`src/rtl/issue_queue.sv`:
```
// Compacting out-of-order issue queue: oldest entry at slot 0, tag wakeup,
// and combinational oldest-ready selection.
module issue_queue #(
  parameter int unsigned DEPTH = 8,
  parameter int unsigned TAGW  = 6
) (
  input  logic                    clk,
  input  logic                    reset_n,
  input  logic                    flush,
  input  logic                    dispatch_valid,
  output logic                    dispatch_ready,
  input  logic [TAGW-1:0]         dispatch_rob_idx,
  input  logic [TAGW-1:0]         dispatch_phys_rd,
  input  logic [TAGW-1:0]         dispatch_phys_rs1,
  input  logic [TAGW-1:0]         dispatch_phys_rs2,
  input  logic                    dispatch_rs1_ready,
  input  logic                    dispatch_rs2_ready,
  input  logic [31:0]             dispatch_instr,
  input  logic                    wakeup_valid,
  input  logic [TAGW-1:0]         wakeup_tag,
  output logic                    issue_valid,
  input  logic                    issue_ready,
  output logic [TAGW-1:0]         issue_rob_idx,
  output logic [TAGW-1:0]         issue_phys_rd,
  output logic [TAGW-1:0]         issue_phys_rs1,
  output logic [TAGW-1:0]         issue_phys_rs2,
  output logic [31:0]             issue_instr,
  output logic [$clog2(DEPTH):0]  occupancy
);

  localparam int unsigned IW = $clog2(DEPTH);
  localparam int unsigned CW = IW + 1;

  typedef struct packed {
    logic            rdy1;
    logic            rdy2;
    logic [TAGW-1:0] rob;
    logic [TAGW-1:0] rd;
    logic [TAGW-1:0] rs1;
    logic [TAGW-1:0] rs2;
    logic [31:0]     instr;
  } entry_t;

  entry_t          r_q [DEPTH];
  logic [CW-1:0]   r_count;

  entry_t          w_wk [DEPTH];
  entry_t          w_nq [DEPTH];
  entry_t          w_new;
  logic [DEPTH-1:0] w_elig;
  logic            w_found;
  logic [IW-1:0]   w_sel;
  logic            w_issue_fire;
  logic            w_disp_fire;
  logic [CW-1:0]   w_base;
  logic [CW-1:0]   w_ncount;

  assign dispatch_ready = (r_count < CW'(DEPTH));
  assign occupancy      = r_count;

  // Eligibility uses registered ready bits only; descending scan leaves the oldest.
  always_comb begin
    w_found = 1'b0;
    w_sel   = '0;
    for (int i = 0; i < DEPTH; i++) begin
      w_elig[i] = (CW'(i) < r_count) && r_q[i].rdy1 && r_q[i].rdy2;
    end
    for (int i = DEPTH - 1; i >= 0; i--) begin
      if (w_elig[i]) begin
        w_found = 1'b1;
        w_sel   = IW'(i);
      end
    end
  end

  always_comb begin
    issue_valid    = w_found;
    issue_rob_idx  = '0;
    issue_phys_rd  = '0;
    issue_phys_rs1 = '0;
    issue_phys_rs2 = '0;
    issue_instr    = '0;
    if (w_found) begin
      issue_rob_idx  = r_q[w_sel].rob;
      issue_phys_rd  = r_q[w_sel].rd;
      issue_phys_rs1 = r_q[w_sel].rs1;
      issue_phys_rs2 = r_q[w_sel].rs2;
      issue_instr    = r_q[w_sel].instr;
    end
  end

  // Next queue image: wakeup, then compaction over the issued slot, then append.
  always_comb begin
    w_issue_fire = w_found && issue_ready;
    w_disp_fire  = dispatch_valid && dispatch_ready;

    w_new.rob   = dispatch_rob_idx;
    w_new.rd    = dispatch_phys_rd;
    w_new.rs1   = dispatch_phys_rs1;
    w_new.rs2   = dispatch_phys_rs2;
    w_new.instr = dispatch_instr;
    w_new.rdy1  = dispatch_rs1_ready || (dispatch_phys_rs1 == '0) ||
                  (wakeup_valid && (dispatch_phys_rs1 == wakeup_tag));
    w_new.rdy2  = dispatch_rs2_ready || (dispatch_phys_rs2 == '0) ||
                  (wakeup_valid && (dispatch_phys_rs2 == wakeup_tag));

    for (int i = 0; i < DEPTH; i++) begin
      w_wk[i] = r_q[i];
      if (wakeup_valid && (r_q[i].rs1 == wakeup_tag)) w_wk[i].rdy1 = 1'b1;
      if (wakeup_valid && (r_q[i].rs2 == wakeup_tag)) w_wk[i].rdy2 = 1'b1;
    end

    for (int i = 0; i < DEPTH - 1; i++) begin
      w_nq[i] = (w_issue_fire && (IW'(i) >= w_sel)) ? w_wk[i+1] : w_wk[i];
    end
    w_nq[DEPTH-1] = w_wk[DEPTH-1];

    w_base = r_count - CW'(w_issue_fire);
    if (w_disp_fire) w_nq[w_base[IW-1:0]] = w_new;
    w_ncount = w_base + CW'(w_disp_fire);
  end

  always_ff @(posedge clk or negedge reset_n) begin
    if (!reset_n) begin
      r_count <= '0;
      for (int i = 0; i < DEPTH; i++) r_q[i] <= '0;
    end else if (flush) begin
      r_count <= '0;
    end else begin
      r_count <= w_ncount;
      for (int i = 0; i < DEPTH; i++) r_q[i] <= w_nq[i];
    end
  end

endmodule

```
`config.mk`:
```
export PLATFORM = sky130hd
export DESIGN_NAME = issue_queue
export DESIGN_NICKNAME = d
export VERILOG_FILES = /design/src/rtl/issue_queue.sv
export SDC_FILE = /design/constraint.sdc
export NUM_CORES = 2
export LEC_CHECK = 0
export ABC_AREA = 1
export CAP_MARGIN = 20
export CORE_ASPECT_RATIO = 1.4
export CORE_MARGIN = 8
export CORE_UTILIZATION = 60
export DETAILED_ROUTE_END_ITERATION = 16
export PLACE_DENSITY = 0.82
export RECOVER_POWER = 50
export SLEW_MARGIN = 40
export SYNTH_ARGS = -nofsm -noshare
export SYNTH_HDL_FRONTEND = slang
export SYNTH_SLANG_ARGS = --single-unit
```
`constraint.sdc`:
```
create_clock -name clk -period 5.6 [get_ports clk]
set_input_delay 1.4 -clock clk [delete_from_list [all_inputs] [get_ports clk]]
set_output_delay 1.4 -clock clk [all_outputs]
set_load 0.1 [all_outputs]
```
After elaboration in Yosys (flattened, before gate mapping)
Index checks and enable logic that the tools add are counted.

operators by class
  add/sub/neg operators = 2
  $lt $le $gt $ge = 19
  equal/unequal tests = 18
  reduce and logical (&&, ||, !) cells = 51
  mux-type cells = 52
  bitwise operators = 3

operators by type and width
  kind                count
  $bwmux 464          1
  $mux 464            1
  $mux 58             8
  $bmux 58 s3         1
  $demux 58 s3        1
  $mux 56             2
  $eq 6x6->1          18
  $logic_and 1x1->1   44
  $mux 32             1
  $mux 1              24
  $mux 3              8
  $mux 6              4
  $lt 3x4->1 const A  4
  $logic_not 6->1     2
  $ge 3x3->1 const A  3
  $ge 4x4->1 const B  2
  $lt 1x4->1 const A  2
  $lt 2x4->1 const A  2
  $not 3->4           2
  $ge 1x3->1 const A  2
  $ge 2x3->1 const A  2
  $add 4x1->4         1
  $logic_or 1x1->1    4
  $lt 4x1->1 const B  1
  other kinds (5)     5

word-level totals
  output and inout port bits = 62
  word-level logic and storage cells = 202
  flip-flop bits (word level) = 468
  bits of input ports = 70

Depth between registers and ports, before layout
  depth in word-level cells = 20
  gate-level depth with buffers = 19
  mapped depth without buffers = 18

Worst setup path after synthesis
Ideal clock, no wire load.

  path type = reg-to-output
  start = register r_count[3] (netlist: occupancy[3])
  end = output port issue_instr[1]
  data arrival time = 4.154 ns
  required time = 4.200 ns
  buffers on the path = 0
  path slack = 0.046 ns
  stages on the path, launching flop included = 9
  path through = dfrtp_1 -> inv_2 -> nand3_1 -> o21ai_1 -> nand2_1 -> nor2_1 -> nand2_1 -> nand2_1 -> nor2_1

between the ends
  elaborated cells between the ends (all ways) = 45
  classes of those cells = order compare (8); mux (20); bitwise (1); reduce/logical (16)

RTL lines
  item                            RTL line  text
  from (decl)                     45        logic [CW-1:0] r_count;
  from (signal assigned)          130       r_count <= w_ncount;
  $lt 3x4->1                      66        w_elig[i] = (CW'(i) < r_count) && r_q[i].rdy1 && r_q[i].rdy2;
  $logic_and 1x1->1 (2 in a row)  66
  $mux 1 (7 in a row)             69        if (w_elig[i]) begin
  $mux 1 (*)                      69
  via issue_valid                 21        output logic issue_valid,
  $mux 32 (*)                     83        if (w_found) begin
  to (decl)                       27        output logic [31:0] issue_instr,

Mark *: on every way through the listed nets, which the timed path passes. The rest lies on a longest branch. The select of a mux whose other input is x is not followed.

Worst setup path after layout
  start = register r_count[3] (netlist: occupancy[3])
  end = output port issue_rob_idx[5]

between the ends
  longest elaborated chain between the ends = 16
  elaborated cells between the ends (all ways) = 45
  classes of those cells = order compare (8); mux (20); bitwise (1); reduce/logical (16)

RTL lines
  item                             RTL line  text
  $lt 3x4->1                       66
  $logic_and 1x1->1 (2 in a row)   66
  $mux 3 (8 in a row)              69
  $not 3->4 (implied by the code)  84        issue_rob_idx = r_q[w_sel].rob;
  $bmux 58 s3                      84
  $mux 56 (2 in a row)             n/a
  $mux 6 (*)                       83
  to (decl)                        23        output logic [TAGW-1:0] issue_rob_idx,

Mark *: on every way between the ends. The rest lies on a longest branch, timed or not. The select of a mux whose other input is x is not followed.

==> reports/qor.yml <==
rows: 99
synth.largest_area_cell: "dfrtp_1"
drc: 0
routed_wl_um: 114000
vias_per_cell: 6.38
post_cts_buffers: 0
rsz0062_at_grt: "no"
p_int_mw: 10.2
synth-edff-count: 0
core_area_mm2: 0.0520
drtAntennaViolNets: 0
ios: 132
hp-class: "flip-flop to flip-flop"
leakage_nw: 17.1
violations: "capacitance limit, slew limit"
synthCells: 4815
async_flop_share_pct: 100
hpwlAfterDp_um: 67400
timing.setup.tns_ns: 0
seqCellArea_mm2: 0.0117
ys.flop_type: "dfrtp_1"
startpoint_type: "flip-flop"
sequentialPowerShare_pct: 30.9
cts_buffers: 50
start_util_pct: 60.7
fillCellCount: 4403
drv_slew: 100
end_kind: "output port"
clock_sinks: 468
period_minus_slack_ns: 5.23
nets: 4765
cts_max_level: 2
switching_share_pct: 47.7
die_h_um: 287
multi_input_area_mm2: 0.0165
yosys-top-cells-area: "dfrtp_1 37%, nand2_1 16%, nand3_1 9.9%"
cts-root-buf: "clkbuf_16"
insertion_delay_ns: 0.64
slew-limit-headroom_pct: -112
synth_area_per_cell_um2: 6.55
tightest_slew_ns: 3.18
yosysMostFrequentCell: "nand2_1"
path_clk_slew_ns: 0.06
timing.fmax_mhz: 191
cts-hold-fix-buffers: 0
overflow: 0
yosys_warnings: 0
hold_path_end: "r_q[231]"
cp_max_fo: 36
synthDistinctLibCells: 40
place_congestion: 1.00
wl_per_cell_um: 21.2
drv_cap: 3
syn_nets: 4889
cts_resized: 0
syn2layout_area_growth_pct: 12.4
hold_viol: 0
syn_area_mm2: 0.0316
cp.arrival_ns: 3.83
cts_tree: "built"
ys_seq_elements: 468
vdd_drop_max_v: 0.000392
status: "finished with violations"
min_path_cells: 2
die_w_um: 210
vias: 34400
synth_top_area_share_pct: 37.1
io_buffer_count: 131
ys_seq_area_share_pct: 37.1
switchingPower_mw: 9.28
final_layout_size_suffix_gt1_share_pct: 5.88
crit_type: "flip-flop to output port"
total_power_mw: 19.4
min_from: "r_q[231]"
reg2reg_from: "occupancy[3]"
clockBufferDepth: 3
drtPass1Iterations: 9
grt_pass1_vias: 32500
antenna_found_initial: 8
period_share_pct: 93.3
synthTopCellsByCount: "1321 x nand2_1, 626 x nand3_1, 578 x o21ai_0"
setup_viol: 0
grt_pass1_wl_um: 179000
grt_use_total_pct: 37.1
required_ns: 4.20
finClkSkew_ns: 0.0318
r2r-end: "r_q[356]"
power_density_mw_per_mm2: 548
clock_power_share_pct: 19.4
die_area_mm2: 0.0603
drt_iter0_markers: 4395
pwr-share-comb_pct: 49.7
grt_max_degree: 172
reg2reg_depth: 17
r2r_slack_ns: 0.81
[worst max path at each step]
| stage | from | to | slack, ns | cells past startpoint |
|---|---|---|---|---|
| floorplan | occupancy[3] | issue_instr[1] | 0.05 | 8 |
| global placement | issue_ready | flip-flop | 1.01 | 15 |
| detailed placement | issue_ready | r_q[220] | 0.99 | 15 |
| CTS | occupancy[3] | issue_instr[6] | 0.45 | 11 |
| global route | reset_n | r_q[163] | 0.21 | 2 |
| finish | occupancy[3] | issue_rob_idx[5] | 0.37 | 11 |
[cells in the final DEF (no fill, tap or decap), types with 36 or more instances in the layout]
cell type	instances
nand2_1	1312
nand3_1	625
o21ai_0	578
inv_1	490
dfrtp_1	468
nor2_1	225
a21oi_1	219
o211ai_1	159
o22ai_1	131
buf_12	71
clkdlybuf4s50_1	66
buf_4	60
clkbuf_16	51
a211oi_1	46
o21ai_1	36
[kinds of logic after synthesis]
| group | count (synthesis) | synth area share, % |
|---|---|---|
| adder cells (fa/ha/maj) | 4 | 0.159 |
| buffers and inverters | 897 | 11.1 |
| AND/OR/NAND/NOR | 2213 | 29.2 |
| flip-flops | 468 | 37.1 |
| AO/OA/AOI/OAI | 1209 | 21.8 |
| XOR/XNOR | 24 | 0.666 |
[through the flow]
step	cells	area, um2	utilization (%)	hold WS, ns	setup WS [ns]
2_1_floorplan	4815	31600	-	0.446	0.0460
3_3_place_gp	5293	33700	64.7	0.458	1.01
3_5_place_dp	5294	33700	64.7	0.469	0.989
4_1_cts	5386	35500	68.3	0.484	0.453
5_1_grt	5392	35500	68.2	0.517	0.208
6_report	5393	35500	68.2	0.495	0.373
[per-layer routing]
layer,part of all wire [%],vias to the layer above,global-route usage (%)
li1,-,15700,-
met1,36,15800,44.3
met2,46,2298,60.3
met3,11,582,7.80
met4,6.7,0,23.8
met5,0,-,0
[power by group through the flow]
stage | combinational, mW | clock (mW) | sequential, mW
finish | 9.66 | 3.77 | 6.00
floorplan | 6.74 | 0 | 5.72
global placement | 9.22 | 0 | 5.94
global route | 10.6 | 3.89 | 6.15
CTS | 9.50 | 3.77 | 5.93
detailed placement | 9.42 | 0 | 5.98
[worst max-delay path, cell delays in order, from the launching register on]
cell,delay (ns)
dfrtp_1,0.46
nor2_4,0.20
nand3_1,0.11
nand3_2,0.21
nand2_1,0.19
nor2_4,0.20
inv_2,0.37
nor2_4,0.22
buf_4,0.56
nand3_1,0.16
nand2_1,0.28
buf_12,0.22
[layout make-up]
type / count / area share [%]
antenna: 6 / 0.0423
clock buffer: 68 / 4.12
clock inverter: 24 / 1.05
inverter: 504 / 5.37
multi-input combinational: 3450 / 46.4
sequential: 468 / 33.0
tap: 656 / 2.31
timing repair buffer: 217 / 7.65
(Power assumes the default switching activity.)
